`src/rtl/plot_pixel_feeder.sv`:
```
// Streams the 1-bit bitmap from the frame BRAM to the plotter, one pixel per ready handshake, serpentine scan.
// Latency: pixel presented RD_LAT+2 cycles after a fetch starts; done_out pulses in the cycle after the last consume.
// Backpressure: a pixel is held until a ready rising edge (or one edge remembered while fetching); extra edges are dropped.
module plot_pixel_feeder #(
  parameter int WIDTH      = 80,
  parameter int HEIGHT     = 106,
  parameter int ADDR_W     = 17,
  parameter int RD_LAT     = 2,
  parameter int SERPENTINE = 1
) (
  input  logic              clk_in,
  input  logic              rst_in,
  input  logic              start_in,
  input  logic              ready_in,
  input  logic              bram_data_in,
  output logic [ADDR_W-1:0] bram_addr_out,
  output logic              pixel_value_out,
  output logic              pixel_valid_out,
  output logic [6:0]        col_out,
  output logic [6:0]        row_out,
  output logic              busy_out,
  output logic              done_out
);

  typedef enum logic [2:0] {IDLE, FETCH, WAIT_RD, PRESENT, DONE} state_t;

  localparam int         CNT_W    = $clog2(RD_LAT + 1) + 1;
  localparam logic [6:0] LAST_COL = 7'(WIDTH - 1);
  localparam logic [6:0] LAST_ROW = 7'(HEIGHT - 1);

  state_t             state;
  logic               start_q;
  logic               ready_q;
  logic               pending;
  logic [CNT_W-1:0]   rd_cnt;

  logic               start_rise;
  logic               rdy_rise;
  logic               consume;
  logic               odd_rev;
  logic               at_row_end;
  logic               last_pix;
  logic [ADDR_W-1:0]  pix_addr;

  assign start_rise = start_in & ~start_q;
  assign rdy_rise   = ready_in & ~ready_q;
  assign consume    = rdy_rise | pending;

  // Odd rows run right-to-left only in serpentine mode.
  assign odd_rev    = (SERPENTINE != 0) && row_out[0];
  assign at_row_end = odd_rev ? (col_out == 7'd0) : (col_out == LAST_COL);
  assign last_pix   = (row_out == LAST_ROW) && at_row_end;
  assign pix_addr   = ADDR_W'(row_out) * ADDR_W'(WIDTH) + ADDR_W'(col_out);

  // Edge-detect registers for start and ready.
  always_ff @(posedge clk_in) begin
    if (rst_in) begin
      start_q <= 1'b0;
      ready_q <= 1'b0;
    end else begin
      start_q <= start_in;
      ready_q <= ready_in;
    end
  end

  // Scan FSM: fetch, wait out BRAM latency, present, advance or finish.
  always_ff @(posedge clk_in) begin
    if (rst_in) begin
      state           <= IDLE;
      bram_addr_out   <= '0;
      pixel_value_out <= 1'b0;
      pixel_valid_out <= 1'b0;
      col_out         <= '0;
      row_out         <= '0;
      busy_out        <= 1'b0;
      done_out        <= 1'b0;
      pending         <= 1'b0;
      rd_cnt          <= '0;
    end else begin
      done_out <= 1'b0;
      if (state != IDLE && state != DONE && !start_in) begin
        // Start dropped mid-drawing: abandon silently, no done pulse.
        state           <= IDLE;
        busy_out        <= 1'b0;
        pixel_valid_out <= 1'b0;
        pending         <= 1'b0;
      end else begin
        case (state)
          IDLE: begin
            if (start_rise) begin
              row_out  <= '0;
              col_out  <= '0;
              busy_out <= 1'b1;
              pending  <= 1'b0;
              state    <= FETCH;
            end
          end
          FETCH: begin
            bram_addr_out <= pix_addr;
            rd_cnt        <= '0;
            if (rdy_rise) pending <= 1'b1;
            state <= WAIT_RD;
          end
          WAIT_RD: begin
            if (rdy_rise) pending <= 1'b1;
            if (rd_cnt == CNT_W'(RD_LAT)) begin
              pixel_value_out <= bram_data_in;
              pixel_valid_out <= 1'b1;
              state           <= PRESENT;
            end else begin
              rd_cnt <= rd_cnt + 1'b1;
            end
          end
          PRESENT: begin
            if (consume) begin
              pending         <= 1'b0;
              pixel_valid_out <= 1'b0;
              if (last_pix) begin
                done_out <= 1'b1;
                state    <= DONE;
              end else begin
                if (odd_rev) begin
                  if (col_out == 7'd0) row_out <= row_out + 1'b1;
                  else                 col_out <= col_out - 1'b1;
                end else if (col_out == LAST_COL) begin
                  row_out <= row_out + 1'b1;
                  if (SERPENTINE == 0) col_out <= '0;
                end else begin
                  col_out <= col_out + 1'b1;
                end
                state <= FETCH;
              end
            end
          end
          DONE: begin
            busy_out <= 1'b0;
            state    <= IDLE;
          end
          default: state <= IDLE;
        endcase
      end
    end
  end

endmodule

```
`config.mk`:
```
export PLATFORM = sky130hd
export DESIGN_NAME = plot_pixel_feeder
export DESIGN_NICKNAME = d
export VERILOG_FILES = /design/src/rtl/plot_pixel_feeder.sv
export SDC_FILE = /design/constraint.sdc
export NUM_CORES = 1
export LEC_CHECK = 0
export CELL_PAD_IN_SITES_DETAIL_PLACEMENT = 0
export CELL_PAD_IN_SITES_GLOBAL_PLACEMENT = 1
export CORE_ASPECT_RATIO = 0.9
export CORE_MARGIN = 2
export CORE_UTILIZATION = 35
export CTS_CLUSTER_SIZE = 8
export DETAILED_ROUTE_END_ITERATION = 8
export PLACE_DENSITY = 0.65
export SLEW_MARGIN = 20
export SYNTH_ARGS = -nofsm -noshare
export SYNTH_HDL_FRONTEND = slang
export SYNTH_SLANG_ARGS = --single-unit
```
`constraint.sdc`:
```
create_clock -name clk_in -period 3.3 [get_ports clk_in]
set_clock_uncertainty 0.05 [all_clocks]
set_input_delay 0.66 -clock clk_in [delete_from_list [all_inputs] [get_ports clk_in]]
set_output_delay 0.66 -clock clk_in [all_outputs]
set_load 0.005 [all_outputs]
```
==> metrics.md, run 1 <==
| Metric | Value |
|---|---|
| Status | `finished clean` |
| CTS tree | `done` |
| Largest net degree at the start of global routing | `29` |
| Post-synthesis instance total | `326` |
| Gr usage total | `16.5%` |
| Share of cells above drive strength 1 | `8.43%` |
| Wirelength, routed | `7150 um` |
| Setup crit end | `bram_addr_out[12]$_SDFFE_PP0P_` |
| I/O Pins | `40` |
| Post-CTS sizing | `0` |
| Post-CTS Setup Bufs | `0` |
| Worst Tran Pin Value | `540 ps` |
| Cell accounting for the most synthesized area | `dfxtp_1` |
| VDD IR-drop max | `0.208 mV` |
| Final GP Congestion | `0.856` |
| Wire length per cell | `15.7 um` |
| Crit. Startpoint | `row_out[0]$_SDFFE_PP0P_` |
| Critical Path AT | `2930 ps` |
| Core ar. | `7950 um2` |
| H-tree depth | `2` |
| Flop2flop setup slack | `550 ps` |
| Synthesized flop and latch total | `42` |
| Routed Antenna Nets | `0` |
| Mean Syn Cell Area | `8.68 um2` |
| PwrDens | `343 nW/um2` |
| Rows | `31` |
| Vias per cell | `5.42` |
| GRT busiest layer | `met2` |
| Post-synth top area share | `29.7%` |
| Detailed Place HPWL | `5310 um` |
| Warning count from the yosys run | `0` |
| # diodes | `0` |
| Crit end category | `flop` |
| Number of remaining DRC errors | `0` |
| Vias in the first global route | `2241` |
| Die Ht | `89.3 um` |
| Max-cap viol count | `0` |
| Total grt overflow | `0` |
| Post-synth top cells | `dfxtp_1 (42), a21oi_1 (25), nand2_1 (22)` |
| CTS buffer count | `5` |
| Area of the mapped netlist | `2830 um2` |
| Final Hold Violating Endpoints | `0` |
| Setup ws final | `554 ps` |
| Critical path required time | `3480 ps` |
| Post-synthesis async set-or-reset flop share | `0%` |
| Met3 Resource Use GR | `2.97%` |
| Slew Viols, Final | `0` |
| Min cycle time layout | `2750 ps` |
| CP max FO | `10` |
| Drt pass-1 iters | `4` |
| Final Cycle Share | `83.2%` |
| Crit Path Class | `reg -> reg` |
| Via Count | `2468` |
| Cts hold-fix bufs | `0` |
| Area Overhead vs Synth | `19.6%` |
| Clk pin slew, worst setup/hold paths | `90 ps` |
| CTS Sinks | `42` |
| Most common cell in the netlist | `dfxtp_1` |
| Worst-Skew Late Latency | `300 ps` |
| M2 GR Usage | `24.7%` |
| Hold crit path type | `reg -> reg` |
| Seq/Total Area, Yosys | `29.7%` |
| First-pass GRT wire length | `11700 um` |
| Place WS | `559 ps` |
| Fillers | `799` |
| Die Wd | `98.8 um` |
| Distinct cells, synth | `67` |
| Slew HR | `63.9%` |
| Clk root buf | `clkbuf_8` |
| Fin nets | `384` |
| Count of input and output buffers | `37` |
| Initial Util | `35.6%` |
| Startpoint types | `flop` |
| Die Footprint | `8820 um2` |
| Fmax | `0.364 GHz` |
| Clock buffer depth | `2` |
| RSZ-0062 raised after global routing | `no` |
| Setup TNS | `0 ps` |
| Main flop type after synthesis | `dfxtp_1` |
| Reg2reg path depth | `8` |
| Leakage | `0.00123 uW` |
| Synth area leaders | `dfxtp_1 (30%), ha_1 (9.3%), a21oi_1 (4.4%)` |
| Antenna violations before repair | `0` |
| Final setup violation count | `0` |
| Post-synth EDFFs | `0` |
| RR Endpoint | `bram_addr_out[12]$_SDFFE_PP0P_` |
| Met1 usage | `24.4%` |
| 1st-iter DRT viols | `140` |
| Reg2reg start | `row_out[0]$_SDFFE_PP0P_` |
[critical path: stages, from the launching register on]
cell and delay [ps]:
dfxtp_1 520, ha_1 210, ha_1 160, inv_1 60
fa_1 410, xnor2_2 270, or3b_1 430, or4_1 410
a31oi_1 150
[metrics by stage]
step                total power, uW  hold slack (ps)  cells  util, %  instance area (um2)
floorplan                       618              398    327        -                 2830
global placement                660              390    447     40.8                 3240
detailed placement              659              398    447     40.8                 3240
CTS                            1180              408    455     42.6                 3390
global route                   1220              428    455     42.6                 3390
finish                         1160              408    455     42.6                 3390
[report_power, final]
group / internal, uW / switching, uW / leakage (uW) / total, uW
Clock: 323 / 192 / 0.0000714 / 515
Combinational: 48.8 / 68.2 / 0.000816 / 117
Sequential: 519 / 11.3 / 0.000340 / 530
Total: 891 / 272 / 0.00123 / 1160
[state kept, by name, indices dropped and copies added (netlist names)]
| register | count |
|---|---|
| busy_out | 1 |
| done_out | 1 |
| start_q | 1 |
| pending | 1 |
| rd_cnt | 3 |
| bram_addr_out | 15 |
| pixel_valid_out | 1 |
| row_out | 7 |
| state | 3 |
| ready_q | 1 |
| col_out | 7 |
| pixel_value_out | 1 |
[final cells by class]
| class | instances | area [um2] | area share, % |
|---|---|---|---|
| multi-input combinational | 251 | 1820 | 53.7 |
| sequential | 42 | 841 | 24.8 |
| timing repair buffer | 43 | 415 | 12.3 |
| tap | 99 | 124 | 3.66 |
| clock buffer | 6 | 82.6 | 2.44 |
| clock inverter | 2 | 60.1 | 1.77 |
| inverter | 12 | 45.0 | 1.33 |
[cell families (layout without fill, tap and decap cells)]
| kind of cell | count (synthesis) | count (layout) | synth area share [%] |
|---|---|---|---|
| XOR/XNOR | 13 | 13 | 4.29 |
| flip-flops | 42 | 42 | 29.7 |
| AO/OA/AOI/OAI | 92 | 92 | 22.5 |
| buffers and inverters | 34 | 63 | 6.19 |
| multiplexers | 2 | 2 | 0.707 |
| adder cells (fa/ha/maj) | 24 | 24 | 11.4 |
| other | 1 | 2 | 0.132 |
| AND/OR/NAND/NOR | 118 | 118 | 25.1 |
[routing by layer]
metal  share of wire (%)  wire (um)
met1                  52       3720
met2                  41       2970
met3                 5.4        383
met4                 1.2         83
met5                   0          0
[worst min-delay path by stage]
stage                     depth (start not counted)                             to  slack [ps]                           from
after global placement                            2  bram_addr_out[7]$_SDFFE_PP0P_         390  bram_addr_out[7]$_SDFFE_PP0P_
after detailed placement                          2  bram_addr_out[6]$_SDFFE_PP0P_         400  bram_addr_out[6]$_SDFFE_PP0P_
after CTS                                         2  bram_addr_out[6]$_SDFFE_PP0P_         410  bram_addr_out[6]$_SDFFE_PP0P_
after global routing                              2  bram_addr_out[6]$_SDFFE_PP0P_         430  bram_addr_out[6]$_SDFFE_PP0P_
final                                             2  bram_addr_out[4]$_SDFFE_PP0P_         410  bram_addr_out[4]$_SDFFE_PP0P_
after floorplan                                   2  bram_addr_out[6]$_SDFFE_PP0P_         400  bram_addr_out[6]$_SDFFE_PP0P_
[placed cells by master (no fill, tap or decap), types with 2 or more instances in the layout]
| cell | count |
|---|---|
| o211ai_1 | 2 |
| a211o_1 | 2 |
| or2_2 | 3 |
| xor2_1 | 5 |
| a211oi_1 | 11 |
| nand2b_1 | 5 |
| or3b_2 | 3 |
| nand3_1 | 5 |
| nor3b_1 | 4 |
| inv_1 | 12 |
| nor2b_1 | 10 |
| clkbuf_8 | 6 |
| o21bai_1 | 2 |
| o41ai_1 | 3 |
| nand4b_1 | 3 |
| conb_1 | 2 |
| nand3b_1 | 3 |
| nand4_1 | 14 |
| ha_1 | 21 |
| bufinv_16 | 2 |
| o31ai_1 | 2 |
| a21oi_1 | 25 |
| o21ai_0 | 16 |
| or4_1 | 2 |
| and2_1 | 2 |
| clkdlybuf4s50_1 | 37 |
| mux2i_1 | 2 |
| xnor2_1 | 7 |
| fa_1 | 3 |
| a31oi_1 | 6 |
| and3_1 | 5 |
| dfxtp_1 | 42 |
| buf_4 | 6 |
| nor2_1 | 18 |
| a21o_1 | 5 |
| nand2_1 | 22 |
| nor3_1 | 6 |
| and4_1 | 2 |
| a21oi_2 | 2 |
Note: power is estimated with default switching activity, not from simulation.
==> run 2: changes to the inputs <==
- PLACE_DENSITY: 0.65 -> 0.68
- clock period: 3.3 -> 2.45 ns (I/O delays scaled with it)
==> run 2 against run 1 <==
Against the previous run:
- die area unchanged
- design area grew 7.8%
- flip-flop and latch count is the same
- clock power fell by 6.4%
- critical endpoint unchanged
- routed wire length rose by 7.2%
- non-clock buffer count up 27
- first-iteration DRC count grew 11%
- critical path type unchanged
- core utilization grew 3.3 points
- total power is 18% higher
==> metrics.md, run 2 (same netlist as run 1, synthesis figures left out) <==
| Metric | Value |
|---|---|
| Clk root buf | `clkbuf_8 (unchanged)` |
| Routed Antenna Nets | `0 (unchanged)` |
| Share of cells above drive strength 1 | `19.6% (was 8.43%)` |
| VDD IR-drop max | `0.197 mV (was 0.208 mV)` |
| Detailed Place HPWL | `5540 um (was 5310 um)` |
| Clk pwr share | `35.1% (was 44.3%)` |
| Critical Path AT | `2590 ps (was 2930 ps)` |
| Number of remaining DRC errors | `0 (unchanged)` |
| Max FFs per register | `15 (unchanged)` |
| Antenna violations before repair | `0 (unchanged)` |
| Switching share of power | `26.7% (was 23.4%)` |
| Largest net degree at the start of global routing | `29 (unchanged)` |
| CP max FO | `3 (was 10)` |
| Wire length per cell | `15.9 um (was 15.7 um)` |
| Critical path required time | `2630 ps (was 3480 ps)` |
| Cts hold-fix bufs | `0 (unchanged)` |
| H-tree depth | `2 (unchanged)` |
| Combinational power share | `13.1% (was 10.1%)` |
| Startpoint types | `flop (unchanged)` |
| CTS buffer count | `5 (unchanged)` |
| Reg power frac | `51.8% (was 45.6%)` |
| Area Overhead vs Synth | `28.9% (was 19.6%)` |
| CTS tree | `done (unchanged)` |
| Vias in the first global route | `2370 (was 2241)` |
| Rows | `31 (unchanged)` |
| Biggest regs | `bram_addr_out (15), col_out (7), row_out (7) (unchanged)` |
| Net Sw Power | `368 uW (was 272 uW)` |
| PwrDens | `377 nW/um2 (was 343 nW/um2)` |
| Internal power | `1010 uW (was 891 uW)` |
| Placed insts | `471 (was 447)` |
| Die Wd | `98.8 um (unchanged)` |
| Initial Util | `35.6% (unchanged)` |
| Crit end category | `flop (unchanged)` |
| Status | `finished clean (unchanged)` |
| Worst Tran Pin Value | `514 ps (was 540 ps)` |
| Fin nets | `411 (was 384)` |
| Final GP Congestion | `0.845 (was 0.856)` |
| Slew HR | `65.4% (was 63.9%)` |
| Clk pin slew, worst setup/hold paths | `90 ps (about the same)` |
| Layout Cells excl Fill | `482 (was 455)` |
| First-pass GRT wire length | `12100 um (was 11700 um)` |
| Max-cap viol count | `0 (unchanged)` |
| 1st-iter DRT viols | `155 (was 140)` |
| Die Footprint | `8820 um2 (unchanged)` |
| Final Hold Violating Endpoints | `0 (unchanged)` |
| Via Count | `2660 (was 2468)` |
| Vias per cell | `5.52 (was 5.42)` |
| RSZ-0062 raised after global routing | `yes (was no)` |
| Place WS | `23.3 ps (was 559 ps)` |
| Crit Path Class | `reg -> reg (unchanged)` |
| Core ar. | `7950 um2 (unchanged)` |
| # diodes | `0 (unchanged)` |
| Drt pass-1 iters | `4 (unchanged)` |
| Wirelength, routed | `7660 um (was 7150 um)` |
| Fillers | `787 (was 799)` |
| Leakage | `0.00134 uW (was 0.00123 uW)` |
| CTS Sinks | `42 (unchanged)` |
| Die Ht | `89.3 um (unchanged)` |
| Fmax | `0.414 GHz (was 0.364 GHz)` |
| Final setup violation count | `0 (unchanged)` |
| Gr usage total | `17.2% (was 16.5%)` |
| Hold slack | `408 ps (about the same)` |
| Slew Viols, Final | `0 (unchanged)` |
| Top reg by flops | `bram_addr_out (unchanged)` |
| Min cycle time layout | `2410 ps (was 2750 ps)` |
| Setup ws final | `35.0 ps (was 554 ps)` |
| Count of input and output buffers | `37 (unchanged)` |
| Worst-Skew Late Latency | `300 ps (about the same)` |
| Total grt overflow | `0 (unchanged)` |
| Clock buffer depth | `2 (unchanged)` |
| Hold crit path type | `reg -> reg (unchanged)` |
| Commonest non-fill, non-tap cells in the layout | `dfxtp_1 (37), clkdlybuf4s50_1 (37), buf_4 (32) (was dfxtp_1 (42), clkdlybuf4s50_1 (37), a21oi_1 (25))` |
| I/O Pins | `40 (unchanged)` |
| Final Cycle Share | `98.6% (was 83.2%)` |
[run 2: changes by cell type in the layout (fill, tap and decap cells not counted), sizes merged]
cell      before  now
bufinv         2    0
clkinv         0    1
buf            6   33
clkinvlp       0    1
[run 2: layer usage]
metal / part of all wire [%] / GRT usage, %
met1: 51 / 25.3
met2: 44 / 25.9
met3: 3.7 / 2.58
met4: 1.7 / 5.48
met5: 0 / 0
[run 2: worst paths after layout]
path | from | to | slack (ps) | depth (start not counted)
max | row_out[3]$_SDFFE_PP0P_ | bram_addr_out[12]$_SDFFE_PP0P_ | 40 | 8
min | bram_addr_out[3]$_SDFFE_PP0P_ | bram_addr_out[3]$_SDFFE_PP0P_ | 410 | 2
max reg2reg | row_out[3]$_SDFFE_PP0P_ | bram_addr_out[12]$_SDFFE_PP0P_ | 40 | 8
min reg2reg | bram_addr_out[3]$_SDFFE_PP0P_ | bram_addr_out[3]$_SDFFE_PP0P_ | 410 | 2
[run 2: area by class of cell]
type | instances | area, um2 | share of cell area [%]
Sequential cell | 42 | 852 | 23.4
Timing Repair Buffer | 70 | 631 | 17.3
Tap cell | 99 | 124 | 3.40
Clock buffer | 6 | 82.6 | 2.26
Multi-Input combinational cell | 251 | 1900 | 52.1
Clock inverter | 2 | 12.5 | 0.343
Inverter | 12 | 45.0 | 1.23
[run 2: repair_timing]
action | CTS | global route
gates resized for setup | 0 | 16
pin swaps | 0 | 7
setup endpoints to repair | 1 | 3
endpoints found under the hold margin | 0 | 0
buffers inserted | 1 | 2
[run 2: per-stage QoR]
step                      utilization [%]  TNS [ps]  area, um2  total power (uW)
after CTS                            44.6         0       3550              1390
final                                45.9         0       3650              1370
after floorplan                         -         0       2850               832
after global placement               43.4         0       3450               908
after global routing                 45.9     -40.9       3650              1440
after detailed placement             43.4         0       3450               908
[run 2: critical path: stages (launching register included)]
cell,delay [ps]
dfxtp_4,360
ha_4,280
ha_4,130
inv_2,40
fa_2,370
xnor2_2,170
or3b_4,410
or4_4,410
a31oi_1,130
[run 2: power groups by stage]
stage	logic, uW	registers, uW	clock network, uW
global route	199	715	526
finish	181	712	482
detailed placement	179	729	0
floorplan	110	722	0
global placement	179	729	0
CTS	179	713	497
==> run 3: changes to the inputs <==
- PLACE_DENSITY: 0.68 -> 0.83
- TNS_END_PERCENT: unset -> 20
==> run 3 against run 2 <==
Against the previous run:
- global-route usage is 0.85 points lower
- cell count is 0.62% lower
- routed wire length is 11% lower
- core utilization is 1.3 points lower
- non-clock buffer count is 3 lower
- largest power group unchanged
- critical path type unchanged
==> metrics.md, run 3 (same netlist as run 1, synthesis figures left out) <==
| Metric | Value |
|---|---|
| Gr usage total | `16.4% (was 17.2%)` |
| Design Area, Final | `3540 um2 (was 3650 um2)` |
| Cell depth of the worst hold path | `2 (unchanged)` |
| Share of cells above drive strength 1 | `15.5% (was 19.6%)` |
| Leakage | `0.00133 uW (was 0.00134 uW)` |
| DP Area | `3440 um2 (was 3450 um2)` |
| Worst-path cell chain | `ha_1 > ha_1 > inv_1 > fa_2 > nand2b_1 > o2bb2ai_2 > xor2_1 > or4_1 > a31oi_1 (was ha_4 > ha_4 > inv_2 > fa_2 > xnor2_2 > or3b_4 > or4_4 > a31oi_1)` |
| Reg2reg start | `row_out[3]$_SDFFE_PP0P_ (unchanged)` |
| 1st-iter DRT viols | `75 (was 155)` |
| Antenna violations before repair | `0 (unchanged)` |
| Hold slack | `409 ps (was 408 ps)` |
| Clk pin slew, worst setup/hold paths | `70 ps (was 90 ps)` |
| RSZ-0062 raised after global routing | `yes (unchanged)` |
| Commonest non-fill, non-tap cell in the layout | `dfxtp_1` |
| Vias per cell | `5.37 (was 5.52)` |
| Max FFs per register | `15 (unchanged)` |
| Max-cap viol count | `0 (unchanged)` |
| CP max FO | `4 (was 3)` |
| Die Wd | `98.8 um (unchanged)` |
| Clock buffer depth | `2 (unchanged)` |
| Via Count | `2572 (was 2660)` |
| Routed Antenna Nets | `0 (unchanged)` |
| Wire length per cell | `14.2 um (was 15.9 um)` |
| Drt pass-1 iters | `4 (unchanged)` |
| Fin nets | `408 (was 411)` |
| Total grt overflow | `0 (unchanged)` |
| Biggest regs | `bram_addr_out (15), col_out (7), row_out (7) (unchanged)` |
| Crit end category | `flop (unchanged)` |
| Top sig layer | `met4 (unchanged)` |
| H-tree depth | `2 (unchanged)` |
| Wire length on met3 | `247 um (was 280 um)` |
| Core ar. | `7950 um2 (unchanged)` |
| Reg2reg path depth | `9 (was 8)` |
| I/O Pins | `40 (unchanged)` |
| Worst Min Path Start | `bram_addr_out[7]$_SDFFE_PP0P_ (was bram_addr_out[3]$_SDFFE_PP0P_)` |
| Top reg by flops | `bram_addr_out (unchanged)` |
| Flop2flop setup slack | `50 ps (was 40 ps)` |
| CP peak stage delay | `490 ps (was 410 ps)` |
| Area Overhead vs Synth | `25.2% (was 28.9%)` |
| CTS buffer count | `5 (unchanged)` |
| Most used cell, CP | `ha_1 (was ha_4)` |
| Min cycle time layout | `2400 ps (was 2410 ps)` |
| Hold crit path type | `reg -> reg (unchanged)` |
| Fmax | `0.417 GHz (was 0.414 GHz)` |
| First-pass GRT wire length | `11700 um (was 12100 um)` |
| Setup TNS | `0 ps (unchanged)` |
| Final Cycle Share | `97.8% (was 98.6%)` |
| Die Ht | `89.3 um (unchanged)` |
| Count of input and output buffers | `37 (unchanged)` |
| Largest net degree at the start of global routing | `29 (unchanged)` |
| Rows | `31 (unchanged)` |
| Startpoint types | `flop (unchanged)` |
| Detailed Place HPWL | `5250 um (was 5540 um)` |
| Final setup violation count | `0 (unchanged)` |
| Slew Viols, Final | `0 (unchanged)` |
| Final GP Congestion | `0.851 (was 0.845)` |
| Commonest non-fill, non-tap cells in the layout | `dfxtp_1 (39), clkdlybuf4s50_1 (37), buf_4 (29) (was dfxtp_1 (37), clkdlybuf4s50_1 (37), buf_4 (32))` |
| Placed insts | `470 (was 471)` |
| Vias in the first global route | `2509 (was 2370)` |
| Final Hold Violating Endpoints | `0 (unchanged)` |
| Worst-Skew Late Latency | `290 ps (was 300 ps)` |
| Layout Cells excl Fill | `479 (was 482)` |
| Hold EP | `bram_addr_out[7]$_SDFFE_PP0P_ (was bram_addr_out[3]$_SDFFE_PP0P_)` |
| CTS Sinks | `42 (unchanged)` |
| Initial Util | `35.6% (unchanged)` |
| RR Endpoint | `bram_addr_out[12]$_SDFFE_PP0P_ (unchanged)` |
| Status | `finished clean (unchanged)` |
| VDD IR-drop max | `0.174 mV (was 0.197 mV)` |
| CTS tree | `done (unchanged)` |
| Crit Path Class | `reg -> reg (unchanged)` |
| CP max-delay cell | `or4_1 (was or3b_4)` |
| Number of remaining DRC errors | `0 (unchanged)` |
| Clk root buf | `clkbuf_8 (unchanged)` |
| Die Footprint | `8820 um2 (unchanged)` |
| # diodes | `0 (unchanged)` |
| Wirelength, routed | `6800 um (was 7660 um)` |
| PwrDens | `378 nW/um2 (was 377 nW/um2)` |
| Met1 Wirelength | `3330 um (was 3910 um)` |
| Critical Path AT | `2570 ps (was 2590 ps)` |
| Routed wl met2 | `3150 um (was 3340 um)` |
| Critical path required time | `2620 ps (was 2630 ps)` |
run 3: metrics by stage:
| stage | worst slack [ps] | utilization (%) | total power, uW |
|---|---|---|---|
| floorplan | 6.03 | - | 832 |
| global placement | 53.9 | 43.3 | 901 |
| detailed placement | 12.1 | 43.3 | 902 |
| CTS | 15.4 | 44.6 | 1360 |
| global route | -47.1 | 44.6 | 1410 |
| finish | 53.4 | 44.6 | 1340 |
run 3: worst max path at each step:
stage	start	endpoint	slack, ps	cells past startpoint
5_1_grt	row_out[3]$_SDFFE_PP0P_	bram_addr_out[12]$_SDFFE_PP0P_	-50	9
3_5_place_dp	row_out[3]$_SDFFE_PP0P_	bram_addr_out[12]$_SDFFE_PP0P_	10	9
4_1_cts	row_out[3]$_SDFFE_PP0P_	bram_addr_out[12]$_SDFFE_PP0P_	20	9
3_3_place_gp	row_out[3]$_SDFFE_PP0P_	bram_addr_out[12]$_SDFFE_PP0P_	50	7
2_1_floorplan	row_out[1]$_SDFFE_PP0P_	bram_addr_out[12]$_SDFFE_PP0P_	6	8
6_report	row_out[3]$_SDFFE_PP0P_	bram_addr_out[12]$_SDFFE_PP0P_	50	9
run 3: power by group:
| group | internal (uW) | switching, uW |
|---|---|---|
| Combinational | 81.9 | 92.1 |
| Clock | 227 | 226 |
| Sequential | 698 | 16.0 |
| Total | 1010 | 334 |
run 3: area by class of cell:
class,instances,area (um2)
Clock buffer,7,86.3
Clock inverter,1,5.00
Fill cell,748,4410
Inverter,12,45.0
Multi-Input combinational cell,251,1830
Sequential cell,42,847
Tap cell,99,124
Timing Repair Buffer,67,608
run 3: critical path: cells and delay by family (launching register included):
family          cells  cell delay [ps]
fa+ha+maj           3              800
simple gates        2              660
compound gates      2              270
flops               1              340
buf+inv             1               60
xor+xnor            1              160
run 3: layer usage:
metal,track usage [%],up-vias
met2,27.3,43
met4,4.73,0
met5,0,-
met3,3.28,6
met1,21.7,1210
li1,-,1313
run 3: repair_timing:
item | 4_1_cts | 5_1_grt
endpoints found under the setup margin | 1 | 4
pin swaps | 2 | 2
hold endpoints to repair | 0 | 0
resized for setup | 1 | 0
buffers inserted | 1 | 0
hold buffers | 0 | 0
